==> src/rtl/ezp_pkg.sv <==
// ---------------------------------------------------------------
// ezp_pkg : shared states, error codes and header offsets
// Rev 1.0
// ---------------------------------------------------------------
`default_nettype none

package ezp_pkg;

  typedef enum logic [1:0] {
    ST_IDLE   = 2'd0,
    ST_CHECK  = 2'd1,
    ST_STREAM = 2'd2
  } state_e;

  typedef enum logic [1:0] {
    ERR_START = 2'd0,
    ERR_LEN   = 2'd1,
    ERR_CHK   = 2'd2,
    ERR_END   = 2'd3
  } err_e;

  localparam int OFS_TYPE = 1;
  localparam int OFS_LEN  = 2;
  localparam int OFS_PD   = 3;

endpackage

`default_nettype wire

==> src/rtl/ezp_deframer_if.sv <==
// ---------------------------------------------------------------
// ezp_deframer_if : frame-in / beat-out handshake bundle
// Rev 1.0
// ---------------------------------------------------------------
`default_nettype none

interface ezp_deframer_if #(
  parameter int MAX_PKTLEN = 13,
  parameter int OUT_BYTES  = 2
);
  logic [8*MAX_PKTLEN-1:0] i_data;
  logic                    i_valid;
  logic                    i_ready;
  logic [8*OUT_BYTES-1:0]  o_data;
  logic [OUT_BYTES-1:0]    o_keep;
  logic                    o_last;
  logic [7:0]              o_type;
  logic                    o_valid;
  logic                    o_ready;

  modport master (
    output i_data, i_valid, o_ready,
    input  i_ready, o_data, o_keep, o_last, o_type, o_valid
  );

  modport slave (
    input  i_data, i_valid, o_ready,
    output i_ready, o_data, o_keep, o_last, o_type, o_valid
  );
endinterface

`default_nettype wire

==> src/rtl/ezp_xsum.sv <==
// ---------------------------------------------------------------
// ezp_xsum : XOR of TYPE, LEN and the first LEN payload bytes
// Rev 1.0
// ---------------------------------------------------------------
`default_nettype none

module ezp_xsum #(
  parameter int MAX_PD_LEN = 8
) (
  input  logic [7:0]              i_type,
  input  logic [7:0]              i_len,
  input  logic [8*MAX_PD_LEN-1:0] i_payload,
  output logic [7:0]              o_xsum
);
  always_comb begin
    o_xsum = i_type ^ i_len;
    for (int k = 0; k < MAX_PD_LEN; k++) begin
      if (8'(k) < i_len) o_xsum = o_xsum ^ i_payload[8*k +: 8];
    end
  end
endmodule

`default_nettype wire

==> src/rtl/ezp_deframer.sv <==
// ---------------------------------------------------------------
// ezp_deframer : validates a parallel frame, streams its payload
// Rev 1.0
// ---------------------------------------------------------------
`default_nettype none

module ezp_deframer
  import ezp_pkg::*;
#(
  parameter logic [7:0] START_BYTE = 8'hAA,
  parameter logic [7:0] END_BYTE   = 8'h55,
  parameter int         MAX_PD_LEN = 8,
  parameter int         OUT_BYTES  = 2,
  parameter int         MAX_PKTLEN = MAX_PD_LEN + 5
) (
  input  logic                 clk,
  input  logic                 rst_n,
  ezp_deframer_if.slave        bus,
  output logic                 err_pulse,
  output logic [1:0]           err_code,
  output logic [15:0]          drop_cnt
);
  state_e                  state_q, state_d;
  logic [8*MAX_PKTLEN-1:0] frame_q, frame_d;
  logic [7:0]              pos_q, pos_d;
  logic [8*OUT_BYTES-1:0]  data_q, data_d;
  logic [OUT_BYTES-1:0]    keep_q, keep_d;
  logic                    last_q, last_d;
  logic [7:0]              type_q, type_d;
  err_e                    err_code_q, err_code_d;
  logic                    err_pulse_q, err_pulse_d;
  logic [15:0]             drop_q, drop_d;

  logic [7:0]              w_type, w_len, w_len_c, w_chk, w_end, w_xsum;
  logic [8*MAX_PD_LEN-1:0] w_payload;
  logic                    w_len_ok, w_bad;
  err_e                    w_code;
  logic [7:0]              w_pos_base, w_rem;
  logic [8*OUT_BYTES-1:0]  w_src, w_beat_data;
  logic [OUT_BYTES-1:0]    w_beat_keep;
  logic                    w_beat_last;

  assign w_type    = frame_q[8*OFS_TYPE +: 8];
  assign w_len     = frame_q[8*OFS_LEN +: 8];
  assign w_payload = frame_q[8*OFS_PD +: 8*MAX_PD_LEN];
  assign w_len_ok  = (w_len <= 8'(MAX_PD_LEN));
  // Clamping keeps the CHK/END lookup inside the frame when LEN is illegal.
  assign w_len_c   = w_len_ok ? w_len : 8'(MAX_PD_LEN);

  always_comb begin
    w_chk = '0;
    w_end = '0;
    for (int k = 0; k <= MAX_PD_LEN; k++) begin
      if (8'(k) == w_len_c) begin
        w_chk = frame_q[8*(k+OFS_PD) +: 8];
        w_end = frame_q[8*(k+OFS_PD+1) +: 8];
      end
    end
  end

  ezp_xsum #(.MAX_PD_LEN(MAX_PD_LEN)) u_xsum (
    .i_type    (w_type),
    .i_len     (w_len),
    .i_payload (w_payload),
    .o_xsum    (w_xsum)
  );

  always_comb begin
    w_bad  = 1'b1;
    w_code = ERR_START;
    if (frame_q[7:0] != START_BYTE) w_code = ERR_START;
    else if (!w_len_ok)             w_code = ERR_LEN;
    else if (w_chk != w_xsum)       w_code = ERR_CHK;
    else if (w_end != END_BYTE)     w_code = ERR_END;
    else                            w_bad  = 1'b0;
  end

  // Beat under construction: the first beat from CHECK, the next one from STREAM.
  assign w_pos_base  = (state_q == ST_CHECK) ? 8'd0 : pos_q + 8'(OUT_BYTES);
  assign w_rem       = w_len - w_pos_base;
  assign w_src       = (8*OUT_BYTES)'(w_payload >> {w_pos_base, 3'b000});
  assign w_beat_last = (w_rem <= 8'(OUT_BYTES));

  always_comb begin
    w_beat_data = '0;
    w_beat_keep = '0;
    for (int l = 0; l < OUT_BYTES; l++) begin
      if (8'(l) < w_rem) begin
        w_beat_data[8*l +: 8] = w_src[8*l +: 8];
        w_beat_keep[l]        = 1'b1;
      end
    end
  end

  always_comb begin
    state_d     = state_q;
    frame_d     = frame_q;
    pos_d       = pos_q;
    data_d      = data_q;
    keep_d      = keep_q;
    last_d      = last_q;
    type_d      = type_q;
    err_code_d  = err_code_q;
    err_pulse_d = 1'b0;
    drop_d      = drop_q;
    case (state_q)
      ST_IDLE: begin
        if (bus.i_valid) begin
          frame_d = bus.i_data;
          state_d = ST_CHECK;
        end
      end
      ST_CHECK: begin
        if (w_bad) begin
          err_code_d  = w_code;
          err_pulse_d = 1'b1;
          drop_d      = (drop_q == 16'hFFFF) ? drop_q : drop_q + 16'd1;
          state_d     = ST_IDLE;
        end else begin
          state_d = ST_STREAM;
          pos_d   = 8'd0;
          data_d  = w_beat_data;
          keep_d  = w_beat_keep;
          last_d  = w_beat_last;
          type_d  = w_type;
        end
      end
      ST_STREAM: begin
        if (bus.o_ready) begin
          if (last_q) begin
            state_d = ST_IDLE;
          end else begin
            pos_d  = w_pos_base;
            data_d = w_beat_data;
            keep_d = w_beat_keep;
            last_d = w_beat_last;
          end
        end
      end
      default: state_d = ST_IDLE;
    endcase
  end

  always_ff @(posedge clk or negedge rst_n) begin
    if (!rst_n) begin
      state_q     <= ST_IDLE;
      frame_q     <= '0;
      pos_q       <= '0;
      data_q      <= '0;
      keep_q      <= '0;
      last_q      <= 1'b0;
      type_q      <= '0;
      err_code_q  <= ERR_START;
      err_pulse_q <= 1'b0;
      drop_q      <= '0;
    end else begin
      state_q     <= state_d;
      frame_q     <= frame_d;
      pos_q       <= pos_d;
      data_q      <= data_d;
      keep_q      <= keep_d;
      last_q      <= last_d;
      type_q      <= type_d;
      err_code_q  <= err_code_d;
      err_pulse_q <= err_pulse_d;
      drop_q      <= drop_d;
    end
  end

  assign bus.i_ready = (state_q == ST_IDLE);
  assign bus.o_valid = (state_q == ST_STREAM);
  assign bus.o_data  = data_q;
  assign bus.o_keep  = keep_q;
  assign bus.o_last  = last_q;
  assign bus.o_type  = type_q;
  assign err_pulse   = err_pulse_q;
  assign err_code    = err_code_q;
  assign drop_cnt    = drop_q;
endmodule

`default_nettype wire
==> src/flat_wrapper.sv <==
// flat-port wrapper written by rule: the top's interface ports become plain ports
module ezp_deframer_flat import ezp_pkg::*;
#(
  parameter logic [7:0] START_BYTE = 8'hAA,
  parameter logic [7:0] END_BYTE   = 8'h55,
  parameter int         MAX_PD_LEN = 8,
  parameter int         OUT_BYTES  = 2,
  parameter int         MAX_PKTLEN = MAX_PD_LEN + 5
)
  (clk, rst_n, err_pulse, err_code, drop_cnt, bus_i_data, bus_i_valid, bus_o_ready, bus_i_ready, bus_o_data, bus_o_keep, bus_o_last, bus_o_type, bus_o_valid);
  ezp_deframer_if #(.MAX_PKTLEN(MAX_PKTLEN), .OUT_BYTES(OUT_BYTES)) bus_i ();
  input  logic clk;
  input  logic rst_n;
  output logic err_pulse;
  output logic [1:0] err_code;
  output logic [15:0] drop_cnt;
  input wire logic [$bits(bus_i.i_data)-1:0] bus_i_data;
  input wire logic [$bits(bus_i.i_valid)-1:0] bus_i_valid;
  input wire logic [$bits(bus_i.o_ready)-1:0] bus_o_ready;
  output wire logic [$bits(bus_i.i_ready)-1:0] bus_i_ready;
  output wire logic [$bits(bus_i.o_data)-1:0] bus_o_data;
  output wire logic [$bits(bus_i.o_keep)-1:0] bus_o_keep;
  output wire logic [$bits(bus_i.o_last)-1:0] bus_o_last;
  output wire logic [$bits(bus_i.o_type)-1:0] bus_o_type;
  output wire logic [$bits(bus_i.o_valid)-1:0] bus_o_valid;
  assign bus_i.i_data = bus_i_data;
  assign bus_i.i_valid = bus_i_valid;
  assign bus_i.o_ready = bus_o_ready;
  assign bus_i_ready = bus_i.i_ready;
  assign bus_o_data = bus_i.o_data;
  assign bus_o_keep = bus_i.o_keep;
  assign bus_o_last = bus_i.o_last;
  assign bus_o_type = bus_i.o_type;
  assign bus_o_valid = bus_i.o_valid;
  ezp_deframer #(.START_BYTE(START_BYTE), .END_BYTE(END_BYTE), .MAX_PD_LEN(MAX_PD_LEN), .OUT_BYTES(OUT_BYTES), .MAX_PKTLEN(MAX_PKTLEN)) u_core (.clk(clk), .rst_n(rst_n), .bus(bus_i), .err_pulse(err_pulse), .err_code(err_code), .drop_cnt(drop_cnt));
endmodule
==> config.mk <==
export PLATFORM = sky130hd
export DESIGN_NAME = ezp_deframer_flat
export DESIGN_NICKNAME = d
export VERILOG_FILES = /design/src/rtl/ezp_pkg.sv /design/src/rtl/ezp_deframer_if.sv /design/src/rtl/ezp_xsum.sv /design/src/rtl/ezp_deframer.sv /design/src/flat_wrapper.sv
export SDC_FILE = /design/constraint.sdc
export NUM_CORES = 1
export LEC_CHECK = 0
export ABC_CLOCK_PERIOD_IN_PS = 4700
export BUFFER_PORTS_ARGS = -buffer_cell sky130_fd_sc_hd__buf_2
export CAP_MARGIN = 5
export CORE_ASPECT_RATIO = 1.4
export CORE_MARGIN = 1.5
export CORE_UTILIZATION = 58
export DETAILED_ROUTE_END_ITERATION = 8
export PLACE_DENSITY = 0.93
export SLEW_MARGIN = 25
export SYNTH_ARGS = -nofsm -noshare
export SYNTH_HDL_FRONTEND = slang
export SYNTH_SLANG_ARGS = --single-unit
==> constraint.sdc <==
create_clock -name clk -period 4.7 [get_ports clk]
set_clock_uncertainty 0.15 [all_clocks]
set_input_delay 0.47 -clock clk [delete_from_list [all_inputs] [get_ports clk]]
set_output_delay 0.47 -clock clk [all_outputs]
set_load 0.01 [all_outputs]
# After elaboration in Yosys (flattened, before gate mapping)
# Cells that the tools add are included.
# op_classes
magnitude_cmp	12
n_bitwise	11
n_reduce_logical	10
n_mux	63
shift	1
n_addsub	3
n_eq_ne	19
# op_table
cell	n
8-bit 2-to-1 mux	33
8-bit bitwise XOR	9
64-bit by 11-bit >> shifter with 16-bit output	1
16-bit 2-to-1 mux	3
3-bit by 8-bit == test with 1-bit output (first input constant)	4
1-bit by 8-bit < comparator with 1-bit output (first input constant)	4
3-bit by 8-bit < comparator with 1-bit output (first input constant)	4
16-bit one-hot mux with 2 select lines	1
2-bit 2-to-1 mux	11
16-bit by 1-bit adder with 16-bit output (second input constant)	1
16-bit == test (second input constant)	1
2-bit by 8-bit == test with 1-bit output (first input constant)	2
2-bit by 8-bit < comparator with 1-bit output (first input constant)	2
8-bit one-hot mux with 2 select lines	1
1-bit 2-to-1 mux	11
3-bit AND reduction	3
8-bit by 2-bit adder with 8-bit output (second input constant)	1
1-bit by 8-bit == test with 1-bit output (first input constant)	1
4-bit by 8-bit == test with 1-bit output (first input constant)	1
8-bit by 2-bit <= comparator with 1-bit output (second input constant)	1
8-bit by 4-bit <= comparator with 1-bit output (second input constant)	1
8-bit logical NOT	1
2-bit != test (second input constant)	4
8-bit by 7-bit != test with 1-bit output (second input constant)	1
other kinds (14)	17
# totals
wordCells	129
ff_bits	160
input_bits	108

# Logic depth before layout (Yosys ltp)
# Gate-level depths: netlist of the first run.
# logic_depth
ltp_word	23
depth_mapped	18
ltp_nobuf	16

# Modules after synthesis
# From an unflattened synthesis of the first run, not the netlist that was laid out.
# unflattened
hier_cells	1122
hier_area_um2	10695.3
# modules_own_cells
mod	cells_each	area_each_um2	n_inst	seq_area_each_um2
ezp_deframer	919	9315.2	1	4003.8
ezp_xsum	203	1380.1	1	0.0

# Least setup slack after synthesis of the first run
# OpenSTA, ideal clock, no wires.
# synth_timing
path_kind	register to register
startpoint	reg u_core.state_q[1]
endpoint	reg u_core.data_q[10], in the netlist u_core.bus.o_data[10]
slack_ns	0.453
arrival_ns	3.972
setup_time_ns	0.125
n_path_buf	2
period_less_slack_ns	4.247
path_stages_with_launch	19
cell_sequence	dfrtp_1 -> nand2b_1 -> nand2_1 -> inv_2 -> buf_1 -> ha_1 -> inv_1 -> fa_1 -> a21o_1 -> a21o_1 -> a21o_1 -> nor3b_1 -> mux2i_1 -> o22ai_1 -> o211ai_1 -> nor3_1 -> clkbuf_1 -> nor3_1 -> mux2_2
# synth_via
elab_chain_cells	8
# synth_rtl
element	line_no	rtl
from (decl)	ezp_deframer.sv:23	state_e state_q, state_d;
from (signal assigned)	ezp_deframer.sv:157	state_q <= state_d;
2-bit by 1-bit == test with 1-bit output	ezp_deframer.sv:79, ezp_deframer.sv:106	
8-bit 2-to-1 mux	ezp_deframer.sv:79	assign w_pos_base = (state_q == ST_CHECK) ? 8'd0 : pos_q + 8'(OUT_BYTES);
8-bit subtractor	ezp_deframer.sv:80	assign w_rem = w_len - w_pos_base;
1-bit by 8-bit < comparator with 1-bit output	ezp_deframer.sv:88	if (8'(l) < w_rem) begin
8-bit 2-to-1 mux	ezp_deframer.sv:88	
16-bit 2-to-1 mux	ezp_deframer.sv:130	if (last_q) begin
16-bit 2-to-1 mux	ezp_deframer.sv:129	if (bus.o_ready) begin
16-bit one-hot mux with 2 select lines	ezp_deframer.sv:106	case (state_q)
to (signal assigned)	ezp_deframer.sv:160	data_q <= data_d;
to (decl)	ezp_deframer.sv:26	logic [8*OUT_BYTES-1:0] data_q, data_d;
# Several ways; a longest one is shown, not always the timed one. The select of a mux whose other input is x is not followed.
# A chain may end at the register's enable or synchronous reset.

# Final worst setup path of the first run
# layout_timing
startpoint	reg u_core.frame_q[17]
endpoint	reg u_core.drop_q[1], in the netlist u_core.drop_cnt[1]
# layout_via
elab_chain_cells	22
# layout_rtl
element	line_no	rtl
from (decl)	ezp_deframer.sv:24	logic [8*MAX_PKTLEN-1:0] frame_q, frame_d;
from (signal assigned)	ezp_deframer.sv:158	frame_q <= frame_d;
parallel branches: the longest is 19 deep, another holds 1-bit by 8-bit < comparator with 1-bit output	-	
1-bit 2-to-1 mux *	ezp_deframer.sv:72	else if (!w_len_ok) w_code = ERR_LEN;
1-bit 2-to-1 mux *	ezp_deframer.sv:71	if (frame_q[7:0] != START_BYTE) w_code = ERR_START;
3-bit AND reduction (no line) *	-	
to (signal assigned)	ezp_deframer.sv:166	drop_q <= drop_d;
to (decl)	ezp_deframer.sv:32	logic [15:0] drop_q, drop_d;
# Mark *: on every way between the ends.

==> flow_summary_export.csv, run 1 <==
group,metric,value,unit
power,vdd_ir_drop_max,0.000264,V
critical_path,worstSetupStartpointType,"flop",
global_route,grt_use_total,37.4,%
floorplan,dieArea,19200,um^2
critical_path,reg2reg_depth,10,
place,globalplace.congestion,1.05,
clock_network,clkSinkCount,160,
clock_network,clock_latency,430,ps
sta,fin_setup_tns,0,ps
drt,via_count,9890,
place,placed_area,11600,um^2
drt,routed_via_density,6.66,
sta,setup-violations-final,0,
clock_network,numCtsBuffers,17,
yosys,synthArstFlopShare,100,%
finish,seqCellArea,4010,um^2
drt,drt_iter0_drc,1231,
critical_path,path_class,"reg2reg",
sta,finalCriticalPeriod,4230,ps
yosys,synth_cells,1103,
worst_hold_path,min_from,"bus_i_data[75]",
yosys,yosys_most_used_dff,"dfrtp_1",
sta,maxSlewHeadroom,33.8,%
critical_path,timing.rr.end,"u_core.drop_cnt[1]$_DFFE_PN0P_",
drt,drc,0,
finish,final_area,12200,um^2
finish,antennaDiodeCount,0,
sta,rsz0062_at_grt,"no",
floorplan,row_count,58,
floorplan,core_area,18000,um^2
yosys,synthTopCellsByCount,"160 x dfrtp_1, 118 x mux2_2, 103 x nand2_1, 82 x a21oi_1, 50 x clkbuf_1",
critical_path,crit_arrival,4390,ps
global_route,antenna_found_initial,0,
global_route,first_global_vias,9709,
place,dpl.hpwl,25.5,mm
sta,hold_viol_final,0,
critical_path,crit_path_max_fanout,39,
yosys,syn-num-nets,1221,
sta,maxSlewViolCount,0,
critical_path,critPathRequiredTime,4860,ps
power,p_leak,5.49,nW
yosys,syn_area_per_cell,9.64,um^2
clock_network,cts.repair.resized,0,
drt,drtAntennaViolNets,0,
finish,post-route-util,67.8,%
critical_path,startpoint,"u_core.frame_q[17]$_DFFE_PN0P_",
floorplan,die_w,117,um
yosys,synth_most_common_cell,"dfrtp_1",
run_status,run_status,"finished clean",
drt,wl_per_cell,23.8,um
sta,max_freq,0.236,GHz
clock_network,cts_tree,"done",
yosys,netlist_top_cells_area,"dfrtp_1 38%, mux2_2 12%, xnor2_1 3.9%, a21oi_1 3.9%, nand2_1 3.6%",
yosys,yosys_register_bits,160,
critical_path,end_kind,"flop",
finish,area_growth,14.8,%
place,io_buffers,155,
finish,drive_gt1_share,29.9,%
finish,fill_cells,1391,
clock_network,clk_pin_slew,60,ps
worst_hold_path,hold_path_class,"in2reg",
floorplan,start_util,59.1,%
global_route,grt_pass1_wl,54.7,mm
global_route,grt_start_max_net_pins,81,
yosys,ys_warn_count,0,
drt,wirelength,35.3,mm
finish,nets,1350,
job,cap_violations,0,
power,power,0.00474,W
critical_path,r2r_setup_slack,470,ps
drt,drt_pre_antenna_iters,8,
power,powerDensity,389,nW/um^2
critical_path,r2r_start,"u_core.frame_q[17]$_DFFE_PN0P_",
critical_path,endpoint,"u_core.drop_cnt[1]$_DFFE_PN0P_",
yosys,synthDistinctLibCells,85,
yosys,netlist_area,10600,um^2
clock_network,cts-root-buf,"clkbuf_16",
yosys,yosysSeqAreaShare,37.6,%
finish,multi_input_area,6120,um^2
sta,worst_pin_slew,981,ps
floorplan,die_h,163,um
yosys,synth_top_area_cell,"dfrtp_1",
clock_network,ctsHtreeMaxLevel,4,
clock_network,clk_path_buf_depth,2,
global_route,grt_remaining_overflow,0,
yosys,synth-edff-count,0,
floorplan,io_pins,156,
sta,post-route-period-util,90.0,%
yosys,yosysTopAreaCellShare,37.6,%
==> power breakdown <==
part           total (W)  internal [W]  switching [W]  leakage, nW
combinational    0.00150      0.000762       0.000740         3.27
sequential       0.00189       0.00153       0.000360         1.95
clock            0.00135      0.000755       0.000591        0.271
==> stage by stage <==
step	hold WS, ps	worst slack, ps	instances
final	98.6	468	1484
after floorplan	24.4	453	1103
after global placement	317	664	1452
after detailed placement	333	600	1452
after global routing	110	290	1484
after CTS	87.5	558	1484
==> worst max-delay path, cell delays in order, from the launching register on <==
cell and delay, ps:
dfrtp_2 850, nor2_1 350, a21boi_0 320, o21ai_0 110, a21oi_1 300, xnor3_1 440
xnor3_1 350, nand4_2 150, or4_1 600, nand2_1 140, mux2_1 340
==> placed cells by master, fill, tap and decap left out, types with 31 or more instances in the layout <==
cell type,Yosys,final
mux2i_1,33,33
dfrtp_1,160,159
nor2_1,48,48
nand2_1,103,103
xnor2_1,47,47
nand3_1,31,31
a21oi_1,82,82
buf_4,1,38
mux2_2,118,118
nor3_1,32,32
o21ai_0,46,46
buf_2,16,154
==> flip-flops by register name, summed over array words and instances (netlist names) <==
name and count:
u_core.err_code 2, u_core.bus.o_type 8, u_core.bus.o_data 16, u_core.state_q 2, u_core.frame_q 104, u_core.pos_q 8, u_core.bus.o_keep 2, u_core.bus.o_last 1
u_core.drop_cnt 16, u_core.err_pulse 1
==> cell families after synthesis <==
| family | synth area share [%] |
|---|---|
| buf+inv | 4.79 |
| simple gates | 16.1 |
| fa+ha+maj | 1.44 |
| flops | 37.6 |
| compound gates | 16.0 |
| mux | 16.8 |
| xor+xnor | 7.18 |
==> timing repair <==
action,4_1_cts,5_1_grt
endpoints found under the hold margin,68,0
hold buffers,1,0
setup buffers,0,0
==> worst min path at each step <==
| stage | slack [ps] | cells after the start | endpoint |
|---|---|---|---|
| 2_1_floorplan | 20 | 0 | u_core.bus.o_data[0]$_DFFE_PN0P_ |
| 3_3_place_gp | 320 | 1 | u_core.drop_cnt[10]$_DFFE_PN0P_ |
| 3_5_place_dp | 330 | 1 | u_core.drop_cnt[10]$_DFFE_PN0P_ |
| 4_1_cts | 90 | 3 | u_core.frame_q[75]$_DFFE_PN0P_ |
| 5_1_grt | 110 | 3 | u_core.frame_q[34]$_DFFE_PN0P_ |
| 6_report | 100 | 3 | u_core.frame_q[75]$_DFFE_PN0P_ |
==> routing by layer <==
layer	global-route usage, %	wire length [um]	up-vias
li1	-	-	4261
met1	43.7	12400	4740
met2	60.5	16600	666
met3	8.41	3220	223
met4	28.0	3170	0
met5	0	0	-
==> area by class of cell <==
cell class,count,area share [%]
multi-input combinational,828,50.2
sequential,160,32.8
timing repair buffer,195,8.99
clock buffer,19,3.71
tap,240,2.46
inverter,30,0.923
clock inverter,12,0.912
(Power assumes the default switching activity.)
==> inputs of run 2 (changes only) <==
--- a/config.mk
+++ b/config.mk
@@ -5,7 +5,6 @@
 export SDC_FILE = /design/constraint.sdc
 export NUM_CORES = 1
 export LEC_CHECK = 0
-export ABC_CLOCK_PERIOD_IN_PS = 4700
 export BUFFER_PORTS_ARGS = -buffer_cell sky130_fd_sc_hd__buf_2
 export CAP_MARGIN = 5
 export CORE_ASPECT_RATIO = 1.4
@@ -13,6 +12,7 @@
 export CORE_UTILIZATION = 58
 export DETAILED_ROUTE_END_ITERATION = 8
 export PLACE_DENSITY = 0.93
+export SKIP_LAST_GASP = 1
 export SLEW_MARGIN = 25
 export SYNTH_ARGS = -nofsm -noshare
 export SYNTH_HDL_FRONTEND = slang
==> constraint.sdc (replaced) <==
create_clock -name clk -period 4.05 [get_ports clk]
set_clock_uncertainty 0.15 [all_clocks]
set_input_delay 0.405 -clock clk [delete_from_list [all_inputs] [get_ports clk]]
set_output_delay 0.405 -clock clk [all_outputs]
set_load 0.01 [all_outputs]
==> flow_summary_export.csv, run 2 (synthesis gave the netlist of run 1 again) <==
group,metric,value,unit
critical_path,crit_arrival,4200,ps
global_route,antenna_found_initial,0,
global_route,grt_start_max_net_pins,98,
clock_network,clock_latency,450,ps
critical_path,crit_path_max_fanout,9,
finish,largest_register,"u_core.frame_q",
worst_hold_path,hold_path_class,"in2reg",
finish,post-route-util,70.6,%
run_status,run_status,"finished clean",
floorplan,start_util,59.1,%
critical_path,end_kind,"flop",
drt,drtAntennaViolNets,0,
power,vdd_ir_drop_max,0.000275,V
critical_path,path_class,"reg2reg",
clock_network,ctsHtreeMaxLevel,4,
sta,worst_pin_slew,916,ps
drt,via_count,10281,
drt,routed_via_density,6.69,
drt,drt_pre_antenna_iters,5,
finish,nets,1401,
finish,area_growth,19.5,%
critical_path,critPathRequiredTime,4230,ps
sta,hold_viol_final,0,
drt,wirelength,39.2,mm
sta,max_freq,0.249,GHz
floorplan,dieArea,19200,um^2
global_route,grt_pass1_wl,59.8,mm
finish,fill_cells,1365,
critical_path,reg2reg_depth,11,
finish,antennaDiodeCount,0,
finish,final_common_cell,"dfrtp_1",
clock_network,clk_pin_slew,70,ps
place,globalplace.congestion,1.07,
global_route,grt_use_total,41.5,%
clock_network,clkSinkCount,160,
power,powerDensity,448,nW/um^2
critical_path,worstSetupStartpointType,"flop",
finish,final_cell_mix,"155 x dfrtp_1, 154 x buf_2, 118 x mux2_2, 102 x nand2_1, 82 x a21oi_1",
floorplan,core_area,18000,um^2
place,dpl.hpwl,28.7,mm
sta,holdWs,30.4,ps
clock_network,cts_tree,"done",
global_route,grt_remaining_overflow,0,
global_route,first_global_vias,10305,
job,cap_violations,0,
drt,wl_per_cell,25.5,um
critical_path,endpoint,"u_core.bus.o_type[0]$_DFFE_PN0P_",
clock_network,clk_path_buf_depth,2,
sta,post-route-period-util,99.3,%
critical_path,startpoint,"u_core.frame_q[18]$_DFFE_PN0P_",
place,io_buffers,155,
critical_path,r2r_start,"u_core.frame_q[18]$_DFFE_PN0P_",
clock_network,cts-root-buf,"clkbuf_16",
sta,maxSlewViolCount,0,
sta,maxSlewHeadroom,38.9,%
drt,drt_iter0_drc,1120,
floorplan,row_count,58,
sta,finalCriticalPeriod,4020,ps
critical_path,timing.rr.end,"u_core.bus.o_type[0]$_DFFE_PN0P_",
finish,drive_gt1_share,33.6,%
floorplan,io_pins,156,
power,p_leak,5.76,nW
floorplan,die_h,163,um
critical_path,r2r_setup_slack,30,ps
finish,seqCellArea,4010,um^2
sta,rsz0062_at_grt,"yes",
floorplan,die_w,117,um
finish,largest_reg_flops,104,
clock_network,numCtsBuffers,17,
finish,multi_input_area,6170,um^2
sta,setup-violations-final,0,
drt,drc,0,
[run 2: critical path, cell delays in order, from the launching register on]
cell,delay [ps]
dfrtp_1,570
or3b_2,540
a21oi_1,310
nor3_1,110
a211oi_2,230
a21oi_1,110
or4_4,590
or3_4,360
nor3_4,200
buf_4,240
buf_12,140
mux2_2,340
[run 2: power breakdown]
part           total, W  internal (W)  switching, W
Sequential      0.00211       0.00178      0.000327
Clock           0.00159      0.000817      0.000769
Combinational   0.00200      0.000972       0.00103
Total           0.00570       0.00357       0.00213
[run 2: worst min path at each step]
stage | start | end | slack (ps) | cells after the start
3_3_place_gp | u_core.drop_cnt[12]$_DFFE_PN0P_ | u_core.drop_cnt[12]$_DFFE_PN0P_ | 320 | 1
2_1_floorplan | rst_n | u_core.bus.o_data[0]$_DFFE_PN0P_ | -40 | 0
4_1_cts | bus_i_data[60] | u_core.frame_q[60]$_DFFE_PN0P_ | 30 | 3
3_5_place_dp | u_core.frame_q[100]$_DFFE_PN0P_ | u_core.frame_q[100]$_DFFE_PN0P_ | 340 | 1
6_report | bus_i_data[60] | u_core.frame_q[60]$_DFFE_PN0P_ | 30 | 3
5_1_grt | bus_i_data[74] | u_core.frame_q[74]$_DFFE_PN0P_ | 30 | 2
[run 2: per-layer routing]
layer	vias up	part of all wire [%]	global-route usage, %
met4	0	9.2	34.6
met2	738	47	67.3
met5	-	0	0
met3	232	8.8	8.14
li1	4371	-	-
met1	4940	35	47.7
[run 2: through the flow]
| step | total power, W | cell area (um^2) | std cells | setup WS (ps) | TNS (ps) |
|---|---|---|---|---|---|
| after CTS | 0.00562 | 12600 | 1531 | 32.5 | 0 |
| after floorplan | 0.00328 | 10600 | 1103 | 149 | 0 |
| after detailed placement | 0.00403 | 12100 | 1498 | 72.5 | 0 |
| final | 0.00570 | 12700 | 1536 | 26.4 | 0 |
| after global placement | 0.00400 | 12100 | 1498 | 105 | 0 |
| after global routing | 0.00590 | 12700 | 1536 | -21.9 | -21.9 |
[run 2: area by class of cell]
cell class                      instances  area share (%)
Sequential cell                       160            31.5
Timing Repair Buffer                  245            12.2
Tap cell                              240            2.36
Inverter                               30           0.886
Multi-Input combinational cell        829            48.5
Clock inverter                         15            1.15
Clock buffer                           17            3.35
[run 2: repair_timing]
item / 4_1_cts / 5_1_grt
hold buffers: 1 / 0
cloned: 0 / 1
gates resized for setup: 1 / 13
hold endpoints to repair: 96 / 0
buffers inserted: 0 / 4
endpoints found under the setup margin: 4 / 41
pin swaps: 0 / 5
==> inputs of run 3 (changes only) <==
--- a/config.mk
+++ b/config.mk
@@ -5,13 +5,14 @@
 export SDC_FILE = /design/constraint.sdc
 export NUM_CORES = 1
 export LEC_CHECK = 0
+export ABC_AREA = 1
 export BUFFER_PORTS_ARGS = -buffer_cell sky130_fd_sc_hd__buf_2
 export CAP_MARGIN = 5
 export CORE_ASPECT_RATIO = 1.4
 export CORE_MARGIN = 1.5
-export CORE_UTILIZATION = 58
+export CORE_UTILIZATION = 59
 export DETAILED_ROUTE_END_ITERATION = 8
-export PLACE_DENSITY = 0.93
+export PLACE_DENSITY = 0.94
 export SKIP_LAST_GASP = 1
 export SLEW_MARGIN = 25
 export SYNTH_ARGS = -nofsm -noshare
==> flow_summary_export.csv, run 3 <==
group,metric,value,unit
run_status,run_status,"finished clean",
power,combinationalPowerShare,31.6,%
clock_network,numCtsBuffers,17,
power,sw_frac_of_total,39.9,%
finish,largest_reg_flops,104,
critical_path,r2r_start,"u_core.state_q[0]$_DFFE_PN0P_",
power,vdd_ir_drop_max,0.000299,V
drt,routed_via_density,5.99,
global_route,grt_start_max_net_pins,93,
critical_path,crit_path_frequent_cell,"nor2_1",
power,power,0.00549,W
critical_path,path_delay_family,"simple AND/OR/NAND/NOR gates",
place,globalplace.congestion,1.09,
critical_path,endpoint,"u_core.bus.o_data[12]$_DFFE_PN0P_",
yosys,yosysTopAreaCellShare,35.6,%
power,share_seq_of_total_power,37.1,%
drt,via_count,12708,
floorplan,start_util,60.4,%
sta,finalCriticalPeriod,3870,ps
global_route,antenna_found_initial,0,
clock_network,clkSinkCount,160,
floorplan,row_count,59,
sta,post-route-period-util,95.6,%
sta,setup-violations-final,0,
yosys,ys_warn_count,0,
yosys,syn_area_per_cell,6.51,um^2
floorplan,io_pins,156,
floorplan,die_w,120,um
yosys,netlist_top_cells_area,"dfrtp_1 36%, nand2_1 21%, nand3_1 7.2%, o21ai_0 6.1%, inv_1 5.4%",
critical_path,crit_arrival,4040,ps
drt,wl_per_cell,19.5,um
critical_path,reg2reg_depth,22,
drt,drc,0,
yosys,synth_top_area_cell,"dfrtp_1",
yosys,synth_cells,1727,
worst_hold_path,hold_path_class,"in2reg",
yosys,yosys_most_used_dff,"dfrtp_1",
sta,maxSlewHeadroom,26.6,%
finish,final_cell_mix,"622 x nand2_1, 162 x nand3_1, 161 x inv_1, 160 x dfrtp_1, 154 x buf_2",
global_route,grt_pass1_wl,64.8,mm
power,p_sw,0.00219,W
finish,drive_gt1_share,14.3,%
critical_path,crit_chain,"inv_1, nor2_1, clkinv_1, nand2_1, clkinv_1, buf_6, ha_1, inv_1, fa_1, a21oi_1, nor2_1, nor2_1, o21ai_0, a21oi_1, xnor2_1, nor2_1, nand2_1, nor3_1, buf_4, nor2_1, nand2_1, nand2_1",
critical_path,end_kind,"flop",
power,p_int,0.00330,W
drt,drt_iter0_drc,1483,
clock_network,cts_tree,"done",
floorplan,die_h,166,um
sta,max_freq,0.258,GHz
place,dpl.hpwl,30.7,mm
critical_path,cpPeakStageDelay,410,ps
clock_network,clk_path_buf_depth,2,
job,cap_violations,0,
global_route,grt_use_total,42.1,%
sta,maxSlewViolCount,0,
power,p_leak,6.86,nW
power,p_clk_share,31.3,%
yosys,synth-edff-count,0,
yosys,yosysSeqAreaShare,35.6,%
floorplan,dieArea,19900,um^2
critical_path,cp_num_buf_inv,6,
drt,wirelength,41.3,mm
finish,area_growth,15.3,%
yosys,synth_most_common_cell,"nand2_1",
critical_path,cp.depth,22,
critical_path,r2r_setup_slack,180,ps
critical_path,startpoint,"u_core.state_q[0]$_DFFE_PN0P_",
yosys,yosys_register_bits,160,
finish,largest_register,"u_core.frame_q",
power,powerDensity,424,nW/um^2
finish,final_common_cell,"nand2_1",
global_route,first_global_vias,12088,
yosys,syn-num-nets,1845,
place,io_buffers,155,
critical_path,critPathRequiredTime,4220,ps
clock_network,clock_latency,440,ps
clock_network,ctsHtreeMaxLevel,4,
sta,hold_viol_final,0,
critical_path,crit_path_max_fanout,36,
floorplan,core_area,18600,um^2
drt,drt_pre_antenna_iters,7,
finish,nets,1981,
clock_network,clk_pin_slew,70,ps
critical_path,timing.rr.end,"u_core.bus.o_data[12]$_DFFE_PN0P_",
yosys,synthArstFlopShare,100,%
yosys,netlist_area,11200,um^2
clock_network,cts-root-buf,"clkbuf_16",
critical_path,path_class,"reg2reg",
sta,fin_setup_tns,0,ps
sta,worst_pin_slew,1100,ps
critical_path,worstSetupStartpointType,"flop",
yosys,synthDistinctLibCells,48,
global_route,grt_remaining_overflow,0,
finish,antennaDiodeCount,0,
drt,drtAntennaViolNets,0,
critical_path,crit_slowest_cell,"fa_1",
yosys,synthTopCellsByCount,"622 x nand2_1, 162 x nand3_1, 161 x inv_1, 160 x dfrtp_1, 138 x o21ai_0",
==> run 3: cell count changes after synthesis, sizes merged, moves of 22 or more <==
| cell | delta |
|---|---|
| and3 | -22 |
| mux2i | -33 |
| o21ai | +101 |
| nor2 | +87 |
| nand2 | +524 |
| mux2 | -121 |
| nand3 | +133 |
| inv | +140 |
| nand4 | +32 |
| a21oi | -30 |
| xnor2 | -36 |
==> run 3: through the flow <==
step / hold WS (ps) / std cells / instance area (um^2) / setup WS [ps] / utilization (%)
5_1_grt: 9.15 / 2120 / 12900 / -6.40 / 69.6
4_1_cts: 4.26 / 2120 / 12900 / 158 / 69.5
3_3_place_gp: 283 / 2087 / 12300 / 322 / 66.1
2_1_floorplan: -40.6 / 1727 / 11200 / 452 / -
3_5_place_dp: 291 / 2087 / 12300 / 197 / 66.1
6_report: 7.87 / 2120 / 12900 / 178 / 69.6
==> run 3: worst min path at each step <==
stage                          from                                 to  slack [ps]  cells past startpoint
CTS                   bus_i_data[7]      u_core.frame_q[7]$_DFFE_PN0P_           4                      3
global placement              rst_n  u_core.bus.o_data[12]$_DFFE_PN0P_         280                      1
detailed placement            rst_n  u_core.bus.o_data[12]$_DFFE_PN0P_         290                      1
finish                bus_i_data[7]      u_core.frame_q[7]$_DFFE_PN0P_           8                      3
floorplan                     rst_n   u_core.bus.o_data[0]$_DFFE_PN0P_         -40                      0
global route        bus_i_data[100]    u_core.frame_q[100]$_DFFE_PN0P_           9                      3
==> run 3: kinds of logic (layout without fill, tap and decap cells) <==
family / Yosys count / after routing / synth area share [%]
adders and majority gates: 10 / 10 / 1.18
AOI/OAI and AO/OA: 254 / 254 / 12.4
DFF: 160 / 160 / 35.6
buffers and inverters: 255 / 404 / 9.19
xor gates and xnor gates: 31 / 31 / 2.42
and+or+nand+nor: 1017 / 1017 / 39.1
==> run 3: worst min-delay path: cells and delay by family <==
family / cells / cell delay, ps
buffers and inverters: 1 / 70
and+or+nand+nor: 2 / 80
==> run 3: area by class of cell <==
| cell class | count | area (um^2) |
|---|---|---|
| inverter | 177 | 669 |
| sequential | 160 | 4000 |
| multi-input combinational | 1312 | 6220 |
| clock inverter | 13 | 164 |
| timing repair buffer | 195 | 1140 |
| fill | 1638 | 5650 |
| clock buffer | 19 | 453 |
| tap | 244 | 305 |
==> run 3: power by group through the flow <==
| stage | sequential, W | clock, W | combinational (W) |
|---|---|---|---|
| after global routing | 0.00204 | 0.00179 | 0.00193 |
| after floorplan | 0.00193 | 0 | 0.00118 |
| after detailed placement | 0.00204 | 0 | 0.00166 |
| after global placement | 0.00204 | 0 | 0.00161 |
| final | 0.00204 | 0.00172 | 0.00173 |
| after CTS | 0.00201 | 0.00173 | 0.00168 |
==> run 3: routing by layer <==
layer	share of wire [%]	GRT usage (%)	vias up	wire [um]
met3	10	7.59	217	4130
met1	36	51.6	5807	14800
met5	0	0	-	0
li1	-	-	5881	-
met4	8.7	30.2	0	3610
met2	45	66.7	803	18800
==> run 3: timing repair <==
action                                  4_1_cts  5_1_grt
endpoints found under the hold margin        68        0
resized for setup                             0        4
hold buffers                                  1        0
setup buffers                                 0        0
endpoints found under the setup margin        0       50
